File: src/rtl/comp_8bit_search_if.sv
// Comparator-side bundle of the binary-search controller: start request,
// comparator flags in, probe and search outcome out.
interface comp_8bit_search_if #(
  parameter int WIDTH = 8,
  parameter int CNT_W = 4
);
  logic             start;
  logic             a_gt_b;
  logic             a_eq_b;
  logic             a_lt_b;
  logic [WIDTH-1:0] probe;
  logic             busy;
  logic             done;
  logic             found;
  logic [WIDTH-1:0] result;
  logic [CNT_W-1:0] probe_count;
  logic             err;

  modport master (
    input  start, a_gt_b, a_eq_b, a_lt_b,
    output probe, busy, done, found, result, probe_count, err
  );

  modport slave (
    output start, a_gt_b, a_eq_b, a_lt_b,
    input  probe, busy, done, found, result, probe_count, err
  );
endinterface

File: src/rtl/comp_8bit_search.sv
// Binary-search controller recovering a value visible only through a magnitude
// comparator. Define COMP_8BIT_SEARCH_ERR_EN to abort on non-one-hot flags.
module comp_8bit_search #(
  parameter int WIDTH = 8,
  parameter int CNT_W = 4
) (
  input logic                 clk,
  input logic                 rst_n,
  comp_8bit_search_if.master  bus
);

  typedef enum logic [1:0] {
    S_IDLE   = 2'd0,
    S_SEARCH = 2'd1,
    S_DONE   = 2'd2
  } state_t;

  localparam logic [WIDTH-1:0] MAX_V  = {WIDTH{1'b1}};
  localparam logic [WIDTH-1:0] ZERO_V = {WIDTH{1'b0}};
  localparam logic [WIDTH-1:0] ONE_V  = {{(WIDTH-1){1'b0}}, 1'b1};
  localparam logic [CNT_W-1:0] CNT1_V = {{(CNT_W-1){1'b0}}, 1'b1};

  // Midpoint with a WIDTH+1-bit sum so lo+hi never wraps.
  function automatic logic [WIDTH-1:0] mid_f(input logic [WIDTH-1:0] lo,
                                             input logic [WIDTH-1:0] hi);
    logic [WIDTH:0] sum;
    sum = {1'b0, lo} + {1'b0, hi};
    return sum[WIDTH:1];
  endfunction

  function automatic logic onehot3_f(input logic [2:0] f);
    case (f)
      3'b001, 3'b010, 3'b100: return 1'b1;
      default:                return 1'b0;
    endcase
  endfunction

  state_t           r_state, w_state_nxt;
  logic [WIDTH-1:0] r_lo, r_hi, r_probe, r_result;
  logic [WIDTH-1:0] w_lo_nxt, w_hi_nxt, w_probe_nxt, w_result_nxt;
  logic [WIDTH-1:0] w_lo_cand, w_hi_cand;
  logic [CNT_W-1:0] r_count, w_count_nxt;
  logic             r_busy, r_done, r_found, r_err;
  logic             w_busy_nxt, w_done_nxt, w_found_nxt, w_err_nxt;
  logic             w_flag_bad, w_hit, w_step, w_end;

`ifdef COMP_8BIT_SEARCH_ERR_EN
  assign w_flag_bad = ~onehot3_f({bus.a_gt_b, bus.a_eq_b, bus.a_lt_b});
`else
  // Without the check, eq wins over gt and anything else falls to lt.
  assign w_flag_bad = 1'b0;
`endif

  // Next-state, search-window and output computation.
  always_comb begin
    w_state_nxt  = r_state;
    w_lo_nxt     = r_lo;
    w_hi_nxt     = r_hi;
    w_probe_nxt  = r_probe;
    w_result_nxt = r_result;
    w_count_nxt  = r_count;
    w_found_nxt  = r_found;
    w_err_nxt    = r_err;
    w_busy_nxt   = 1'b0;
    w_done_nxt   = 1'b0;
    w_lo_cand    = r_lo;
    w_hi_cand    = r_hi;
    w_hit        = 1'b0;
    w_step       = 1'b0;
    w_end        = 1'b0;
    case (r_state)
      S_IDLE: begin
        if (bus.start) begin
          w_lo_nxt     = ZERO_V;
          w_hi_nxt     = MAX_V;
          w_probe_nxt  = mid_f(ZERO_V, MAX_V);
          w_count_nxt  = CNT1_V;
          w_found_nxt  = 1'b0;
          w_result_nxt = ZERO_V;
          w_err_nxt    = 1'b0;
          w_busy_nxt   = 1'b1;
          w_state_nxt  = S_SEARCH;
        end else begin
          w_state_nxt  = S_IDLE;
        end
      end
      S_SEARCH: begin
        if (w_flag_bad) begin
          w_err_nxt = 1'b1;
          w_end     = 1'b1;
        end else if (bus.a_eq_b) begin
          w_hit = 1'b1;
          w_end = 1'b1;
        end else if (bus.a_gt_b) begin
          if (r_probe == MAX_V) begin
            w_end = 1'b1;
          end else begin
            w_lo_cand = r_probe + ONE_V;
            w_step    = 1'b1;
          end
        end else begin
          if (r_probe == ZERO_V) begin
            w_end = 1'b1;
          end else begin
            w_hi_cand = r_probe - ONE_V;
            w_step    = 1'b1;
          end
        end
        // An emptied window ends the search as a miss.
        if (w_step && (w_lo_cand > w_hi_cand)) begin
          w_end = 1'b1;
        end else begin
          w_end = w_end;
        end
        if (w_end) begin
          w_found_nxt  = w_hit;
          w_result_nxt = w_hit ? r_probe : ZERO_V;
          w_done_nxt   = 1'b1;
          w_state_nxt  = S_DONE;
        end else if (w_step) begin
          w_lo_nxt    = w_lo_cand;
          w_hi_nxt    = w_hi_cand;
          w_probe_nxt = mid_f(w_lo_cand, w_hi_cand);
          w_count_nxt = r_count + CNT1_V;
          w_busy_nxt  = 1'b1;
        end else begin
          w_busy_nxt  = 1'b1;
        end
      end
      S_DONE: begin
        w_state_nxt = S_IDLE;
      end
      default: begin
        w_state_nxt = S_IDLE;
      end
    endcase
  end

  // State and output registers.
  always_ff @(posedge clk or negedge rst_n) begin
    if (!rst_n) begin
      r_state  <= S_IDLE;
      r_lo     <= ZERO_V;
      r_hi     <= ZERO_V;
      r_probe  <= ZERO_V;
      r_result <= ZERO_V;
      r_count  <= {CNT_W{1'b0}};
      r_busy   <= 1'b0;
      r_done   <= 1'b0;
      r_found  <= 1'b0;
      r_err    <= 1'b0;
    end else begin
      r_state  <= w_state_nxt;
      r_lo     <= w_lo_nxt;
      r_hi     <= w_hi_nxt;
      r_probe  <= w_probe_nxt;
      r_result <= w_result_nxt;
      r_count  <= w_count_nxt;
      r_busy   <= w_busy_nxt;
      r_done   <= w_done_nxt;
      r_found  <= w_found_nxt;
      r_err    <= w_err_nxt;
    end
  end

  assign bus.probe       = r_probe;
  assign bus.busy        = r_busy;
  assign bus.done        = r_done;
  assign bus.found       = r_found;
  assign bus.result      = r_result;
  assign bus.probe_count = r_count;
  assign bus.err         = r_err;

endmodule

File: src/flat_wrapper.sv
// flat-port wrapper written by rule: the top's interface ports become plain ports
module comp_8bit_search_flat 
#(
  parameter int WIDTH = 8,
  parameter int CNT_W = 4
)
  (clk, rst_n, bus_start, bus_a_gt_b, bus_a_eq_b, bus_a_lt_b, bus_probe, bus_busy, bus_done, bus_found, bus_result, bus_probe_count, bus_err);
  comp_8bit_search_if #(.WIDTH(WIDTH), .CNT_W(CNT_W)) bus_i ();
  input logic clk;
  input logic rst_n;
  input wire logic [$bits(bus_i.start)-1:0] bus_start;
  input wire logic [$bits(bus_i.a_gt_b)-1:0] bus_a_gt_b;
  input wire logic [$bits(bus_i.a_eq_b)-1:0] bus_a_eq_b;
  input wire logic [$bits(bus_i.a_lt_b)-1:0] bus_a_lt_b;
  output wire logic [$bits(bus_i.probe)-1:0] bus_probe;
  output wire logic [$bits(bus_i.busy)-1:0] bus_busy;
  output wire logic [$bits(bus_i.done)-1:0] bus_done;
  output wire logic [$bits(bus_i.found)-1:0] bus_found;
  output wire logic [$bits(bus_i.result)-1:0] bus_result;
  output wire logic [$bits(bus_i.probe_count)-1:0] bus_probe_count;
  output wire logic [$bits(bus_i.err)-1:0] bus_err;
  assign bus_i.start = bus_start;
  assign bus_i.a_gt_b = bus_a_gt_b;
  assign bus_i.a_eq_b = bus_a_eq_b;
  assign bus_i.a_lt_b = bus_a_lt_b;
  assign bus_probe = bus_i.probe;
  assign bus_busy = bus_i.busy;
  assign bus_done = bus_i.done;
  assign bus_found = bus_i.found;
  assign bus_result = bus_i.result;
  assign bus_probe_count = bus_i.probe_count;
  assign bus_err = bus_i.err;
  comp_8bit_search #(.WIDTH(WIDTH), .CNT_W(CNT_W)) u_core (.clk(clk), .rst_n(rst_n), .bus(bus_i));
endmodule
File: config.mk
export PLATFORM = sky130hd
export DESIGN_NAME = comp_8bit_search_flat
export DESIGN_NICKNAME = d
export VERILOG_FILES = /design/src/rtl/comp_8bit_search_if.sv /design/src/rtl/comp_8bit_search.sv /design/src/flat_wrapper.sv
export SDC_FILE = /design/constraint.sdc
export NUM_CORES = 1
export LEC_CHECK = 0
export ABC_AREA = 0
export CAP_MARGIN = 0
export CELL_PAD_IN_SITES_DETAIL_PLACEMENT = 0
export CELL_PAD_IN_SITES_GLOBAL_PLACEMENT = 1
export CORE_ASPECT_RATIO = 1.5
export CORE_MARGIN = 1
export CORE_UTILIZATION = 43
export CTS_CLUSTER_SIZE = 8
export DETAILED_ROUTE_END_ITERATION = 7
export PLACE_DENSITY_LB_ADDON = 0.2
export REMOVE_ABC_BUFFERS = 1
export SLEW_MARGIN = 20
export SYNTH_ARGS = -nofsm -noshare
export SYNTH_HDL_FRONTEND = slang
export SYNTH_SLANG_ARGS = --single-unit
File: constraint.sdc
create_clock -name clk -period 4.5 [get_ports clk]
set_clock_uncertainty 0.15 [all_clocks]
set_input_delay 0.9 -clock clk [delete_from_list [all_inputs] [get_ports clk]]
set_output_delay 0.9 -clock clk [all_outputs]
set_load 0.005 [all_outputs]
==> Yosys cells after proc, flatten, opt, wreduce, memory -nomap -nowiden <==
Cells that the tools add are included.
{ "totals": {"input_bits": 6, "out_inout_bits": 24, "elab_cells": 77, "ff_bits": 41} }
{ "op_classes": {"magnitude_cmp": 1, "muxes": 51, "addsub": 4, "eq_ne": 6, "reduce_logical": 6} }
{ "op_table": {"columns": ["operator", "count"], "rows": [
  ["two-way mux 8 bit", 19],
  ["one-hot mux 8 bit (2 select lines)", 4],
  ["two-way mux 1 bit", 20],
  ["two-way mux 4 bit", 3],
  ["adder 8 x 8 -> 9 bit", 1],
  ["adder 8 x 1 -> 8 bit, second input constant", 1],
  ["== test 8 bit, second input constant", 1],
  ["greater-than comparator 8 bit", 1],
  ["zero test 8 bit", 1],
  ["one-hot mux 4 bit (2 select lines)", 1],
  ["subtractor 8 x 1 -> 8 bit, second input constant", 1],
  ["inequality test 2 bit, second input constant", 3],
  ["adder 4 x 1 -> 4 bit, second input constant", 1],
  ["one-hot mux 1 bit (2 select lines)", 2],
  ["one-hot mux 2 bit (2 select lines)", 1],
  ["AND reduction 4 bit", 1],
  ["AND reduction 3 bit", 1],
  ["== test 2 x 1 -> 1 bit, second input constant", 1],
  ["zero test 2 bit", 1],
  ["two-way mux 2 bit", 1],
  ["inequality test 2 x 1 -> 1 bit, second input constant", 1],
  ["nonzero test 2 bit", 1],
  ["logical AND 1 bit", 1]
]} }

==> Depth between registers and ports, before layout <==
{ "depth": {"word_depth": 11, "ltp_mapped": 17, "ltp_nobuf": 14} }

==> Worst setup path after synthesis <==
No wires, ideal clock.
{ "synth_path": {"path_type": "register to register", "startpoint": "register u_core.r_probe[0], in the netlist u_core.bus.probe[0]", "endpoint": "register u_core.r_lo[7]", "arrival_time_ns": 3.671, "setup_ns": 0.125, "path_stages_with_launch": 16, "setup_slack_ns": 0.554, "period_less_slack_ns": 3.946, "n_path_buf": 2, "path_cell_list": "dfrtp_1 inv_1 ha_1 or3b_2 o21ai_4 clkbuf_1 nor2_1 a21oi_1 inv_1 ha_1 nand3b_1 or3b_1 o31a_1 and4b_1 buf_6 mux2_2"} }
{ "synth_via": {"elab_chain_len": 11, "elab_cells_between_ends": 31, "cone_classes": "2 x add/sub; 1 x order compare; 3 x eq/ne; 22 x mux; 3 x reduce/logical"} }
{ "synth_lines": {"columns": ["element", "line_no", "rtl"], "rows": [
  ["start: declaration", "comp_8bit_search.sv:39", "logic [WIDTH-1:0] r_lo, r_hi, r_probe, r_result;"],
  ["start signal: assignment", "comp_8bit_search.sv:156", "r_probe <= w_probe_nxt;"],
  ["adder 8 x 1 -> 8 bit (tied with other cells)", "comp_8bit_search.sv:98", "w_lo_cand = r_probe + ONE_V;"],
  ["two-way mux 8 bit (on tied branches)", "comp_8bit_search.sv:95, comp_8bit_search.sv:102", null],
  ["two-way mux 8 bit", "comp_8bit_search.sv:94", "end else if (bus.a_gt_b) begin"],
  ["two-way mux 8 bit", "comp_8bit_search.sv:91", "end else if (bus.a_eq_b) begin"],
  ["two-way mux 8 bit", "comp_8bit_search.sv:71", "case (r_state)"],
  ["greater-than comparator 8 bit", "comp_8bit_search.sv:110", "if (w_step && (w_lo_cand > w_hi_cand)) begin"],
  ["logical AND 1 bit", "comp_8bit_search.sv:110", null],
  ["two-way mux 1 bit", "comp_8bit_search.sv:110", null],
  ["two-way mux 1 bit", "comp_8bit_search.sv:71", null],
  ["inequality test 2 bit (no source line)", null, null],
  ["AND reduction 4 bit (no source line)", null, null],
  ["end signal: assignment", "comp_8bit_search.sv:154", "r_lo <= w_lo_nxt;"],
  ["end: declaration", "comp_8bit_search.sv:39", null]
]} }
Parallel ways exist; a longest one is shown, timed or not. The select of a mux whose other input is x is not followed.
A chain may end at the register's enable or synchronous reset.

==> Worst setup path after layout <==
{ "layout_path": {"startpoint": "input bus_a_eq_b", "endpoint": "register u_core.r_count[3], in the netlist u_core.bus.probe_count[3]"} }
{ "layout_via": {"elab_chain_len": 8, "elab_cells_between_ends": 14, "cone_classes": "1 x order compare; 2 x eq/ne; 9 x mux; 2 x reduce/logical"} }
{ "layout_lines": {"columns": ["element", "line_no", "rtl"], "rows": [
  ["start: declaration", "flat_wrapper.sv:13", "input wire logic [$bits(bus_i.a_eq_b)-1:0] bus_a_eq_b;"],
  ["two-way mux 8 bit", "comp_8bit_search.sv:91", null],
  ["two-way mux 8 bit", "comp_8bit_search.sv:71", null],
  ["greater-than comparator 8 bit", "comp_8bit_search.sv:110", null],
  ["logical AND 1 bit", "comp_8bit_search.sv:110", null],
  ["two-way mux 1 bit", "comp_8bit_search.sv:110", null],
  ["two-way mux 1 bit", "comp_8bit_search.sv:71", null],
  ["inequality test 2 bit (no source line)", null, null],
  ["AND reduction 4 bit (no source line) (*)", null, null],
  ["end signal: assignment", "comp_8bit_search.sv:147", "r_count <= {CNT_W{1'b0}};"],
  ["end signal: assignment", "comp_8bit_search.sv:158", "r_count <= w_count_nxt;"],
  ["end: declaration", "comp_8bit_search.sv:42", "logic [CNT_W-1:0] r_count, w_count_nxt;"]
]} }
Mark *: on every way between the ends. The rest lies on a longest branch, timed or not. The select of a mux whose other input is x is not followed.

==> results.yml <==
outcome:
  status: "finished, final reports clean"
worst_hold_path:
  hold_path_class: "reg2reg"
  hp-start: "u_core.bus.result[7]"
critical_path:
  r2r_setup_slack_ns: 0.41
  start_kind: "input port"
  worstSetupPathType: "in2reg"
  crit_start: "bus_a_eq_b"
  reg2regPathDepth: 15
  endpoint_kind: "flip-flop"
  arrival_ns: 4.27
  cp_slowest_stage_delay_ns: 0.58
  endpoint: "u_core.bus.probe_count[3]"
  cp_max_fo: 23
  cpMaxStageDelayCell: "o311ai_0"
  timing.rr.end: "u_core.bus.probe_count[3]"
  required_ns: 4.53
  r2r_start: "u_core.bus.probe[0]"
  path_cells: "clkdlybuf4s50_1 > or2_2 > o311ai_0 > inv_1 > ha_1 > and4b_1 > or3b_1 > o311ai_0 > and4b_1 > buf_4 > nand4_1 > mux2i_1"
layout:
  layout-drive-gt1-share_pct: 15.5
  fillers: 602
  nNetsFinal: 381
  regArea_mm2: 0.00103
  multi_input_comb_area_mm2: 0.00152
  antenna_cells: 0
  area_growth_pct: 24.6
  instances_no_fill: 429
synthesis:
  yosysSeqAreaShare_pct: 37.9
  ys_warn_count: 0
  syn_area_mm2: 0.00270
  synthAdderAreaFrac_pct: 10.0
  synthDistinctLibCells: 53
  synth_top_family_by_area: "simple AND/OR/NAND/NOR gates"
  synthCells: 302
  synth_compound_area_share_pct: 19.1
  synth_flop_cell: "dfrtp_1"
  synth_top_area_share_pct: 37.9
  synth-simple-area-share_pct: 20.3
  synthTopCellsByArea: "dfrtp_1 38%, ha_1 9.3%, a21oi_1 5.7%, nand2_1 3.6%, nor2_1 3.5%"
  synth_edf_count: 0
  syn_avg_cell_area_um2: 8.95
  muxShareOfSynthArea_pct: 2.68
  yosys.area.top_type: "dfrtp_1"
  async_flop_share_pct: 100
  synth-xor-area-share_pct: 3.89
  ys_seq_elements: 41
cts:
  post-cts-setup-buffer-count: 0
  cts_buffer_depth: 2
  cts_made_buffers: 5
  hold_buffers: 0
  cts_tree: "built"
  cts.sinks: 41
  clock_latency_ns: 0.30
  htreeDepth: 2
  cts-root-buf: "clkbuf_8"
  clk_pin_slew_worst_paths_ns: 0.09
  cts_resized: 0
pwr:
  p_sw_w: 0.00101
  p_int_w: 0.00147
  vdd_drop_max_v: 0.000266
  total_leakage_power_nw: 1.52
  pwr-share-comb_pct: 60.9
  pwr-share-seq_pct: 24.2
  clkPwrFrac_pct: 14.9
  p_sw_share_pct: 40.7
  power.density_mw_per_mm2: 734
timing:
  finalMaxSlewViolations: 0
  setup_viol: 0
  tightest_slew_ns: 0.957
  slew_headroom_pct: 36.2
  finalCriticalPeriod_ns: 4.24
  timing.fmax_mhz: 236
  hold_viol: 0
  fin_ws_ns: 0.257
  rsz0062_at_grt: "no"
  period_share_pct: 94.3
place:
  pre_cts_slack_ns: -0.0546
  dpl.hpwl_um: 5100
  port_buffers: 27
  gp_congestion: 0.867
  placedCellCount: 421
floorplan:
  die_x_um: 66.7
  start_util_pct: 44.4
  core_mm2: 0.00609
  die_area_mm2: 0.00662
  die_height_um: 99.1
  ios: 30
  rows: 35
drt:
  wl_per_cell_um: 16.1
  vias: 2317
  avgViaCountPerCell: 5.40
  drc: 0
  initialDrtViolationCount: 105
  drt_wl_total_um: 6900
  postRouteAntennaNets: 0
  drt_pre_antenna_iters: 4
global_routing:
  grt_use_met3_pct: 3.10
  grt_use_met2_pct: 40.4
  grt_pass1_wl_um: 11500
  antenna_found_initial: 0
  grt_max_degree: 42
  track_usage_pct: 23.1
  gr-total-overflow: 0
  grt_busiest_layer: "met2"
  grt_pass1_vias: 2336
  gr-usage-met1_pct: 28.5
flow_run:
  cap_violations: 0
==> placed cells by master, fill, tap and decap left out, types with 3 or more instances in the layout <==
master           count
a21oi_1             31
a22o_1               9
and2_1               4
buf_4               37
clkbuf_8             5
clkdlybuf4s50_1     26
dfrtp_1             41
ha_1                20
inv_1               14
mux2i_1              5
nand2_1             26
nand2b_1             5
nand3_1              8
nand4_1              3
nor2_1              25
nor2b_1              8
nor3_1              16
o21ai_0             13
o21bai_1             4
o31a_1               3
xnor2_1              7
xor2_1               5
==> power by group through the flow <==
| stage | combinational, W | sequential, W | clock (W) |
|---|---|---|---|
| 2_1_floorplan | 0.000836 | 0.000641 | 0 |
| 3_3_place_gp | 0.00149 | 0.000602 | 0 |
| 3_5_place_dp | 0.00150 | 0.000607 | 0 |
| 4_1_cts | 0.00151 | 0.000598 | 0.000376 |
| 5_1_grt | 0.00169 | 0.000617 | 0.000391 |
| 6_report | 0.00151 | 0.000599 | 0.000368 |
==> per-stage QoR <==
stage	instance area [um^2]	total power, W	setup TNS [ns]	utilization, %	hold slack, ns
floorplan	2590	0.00148	-0.191	-	0.321
global placement	3230	0.00209	-0.0746	53.1	0.333
detailed placement	3230	0.00211	-0.169	53.1	0.338
CTS	3370	0.00249	0	55.3	0.360
global route	3370	0.00269	0	55.3	0.378
finish	3370	0.00247	0	55.3	0.351
==> cell families after synthesis <==
kind of cell               Yosys count
muxes                                7
adders and majority gates           21
AOI/OAI and AO/OA                   78
xor gates and xnor gates            12
DFF                                 41
other                                1
buffers and inverters               33
and+or+nand+nor                    109
==> worst min-delay path by stage <==
stage | endpoint | slack, ns | depth (start not counted)
floorplan | u_core.r_hi[7] | 0.32 | 1
global placement | u_core.bus.result[3] | 0.33 | 1
detailed placement | u_core.bus.result[7] | 0.34 | 1
CTS | u_core.bus.result[7] | 0.36 | 1
global route | u_core.bus.result[0] | 0.38 | 1
finish | u_core.bus.result[7] | 0.35 | 1
==> worst max-delay path, delay by kind of cell <==
family | cells | cell delay, ns
simple gates | 5 | 1.45
buf+inv | 3 | 0.76
compound gates | 2 | 0.70
fa+ha+maj | 1 | 0.31
mux | 1 | 0.14
==> area by class of cell <==
type                    count  area share, %
clock buffers               5           2.04
clock inverters             3           2.04
inverters                  14           1.56
multi-input cells         228           45.0
flip-flops and latches     41           30.5
well taps                  74           2.75
repair buffers             64           16.1
==> metal layers <==
metal,vias up,wire (um)
met1,1120,2990
met5,-,0
met3,8,151
li1,1155,-
met2,34,3640
met4,0,127
==> cells in the mapped netlist (2+ instances only) <==
master,instances
nor3_1,16
nand2_1,26
o311ai_0,2
nor2_1,25
a221oi_1,2
a21boi_0,2
and2_1,4
a22o_1,9
xor2_1,5
clkbuf_1,9
a21oi_1,31
buf_6,4
nor2b_1,8
mux2_2,2
buf_2,3
ha_1,20
or2_1,2
mux2i_1,5
o21bai_1,4
nand4_1,3
buf_1,2
inv_1,14
o31ai_1,2
nand2b_1,5
nand3_1,8
xnor2_1,7
o31a_1,3
and4b_1,2
o21ai_0,13
dfrtp_1,41
==> flip-flops by register name, summed over array words and instances (netlist names) <==
name,count
u_core.r_hi,8
u_core.r_state,2
u_core.bus.done,1
u_core.bus.probe_count,4
u_core.bus.busy,1
u_core.bus.probe,8
u_core.bus.result,8
u_core.bus.found,1
u_core.r_lo,8
(Power assumes the default switching activity.)
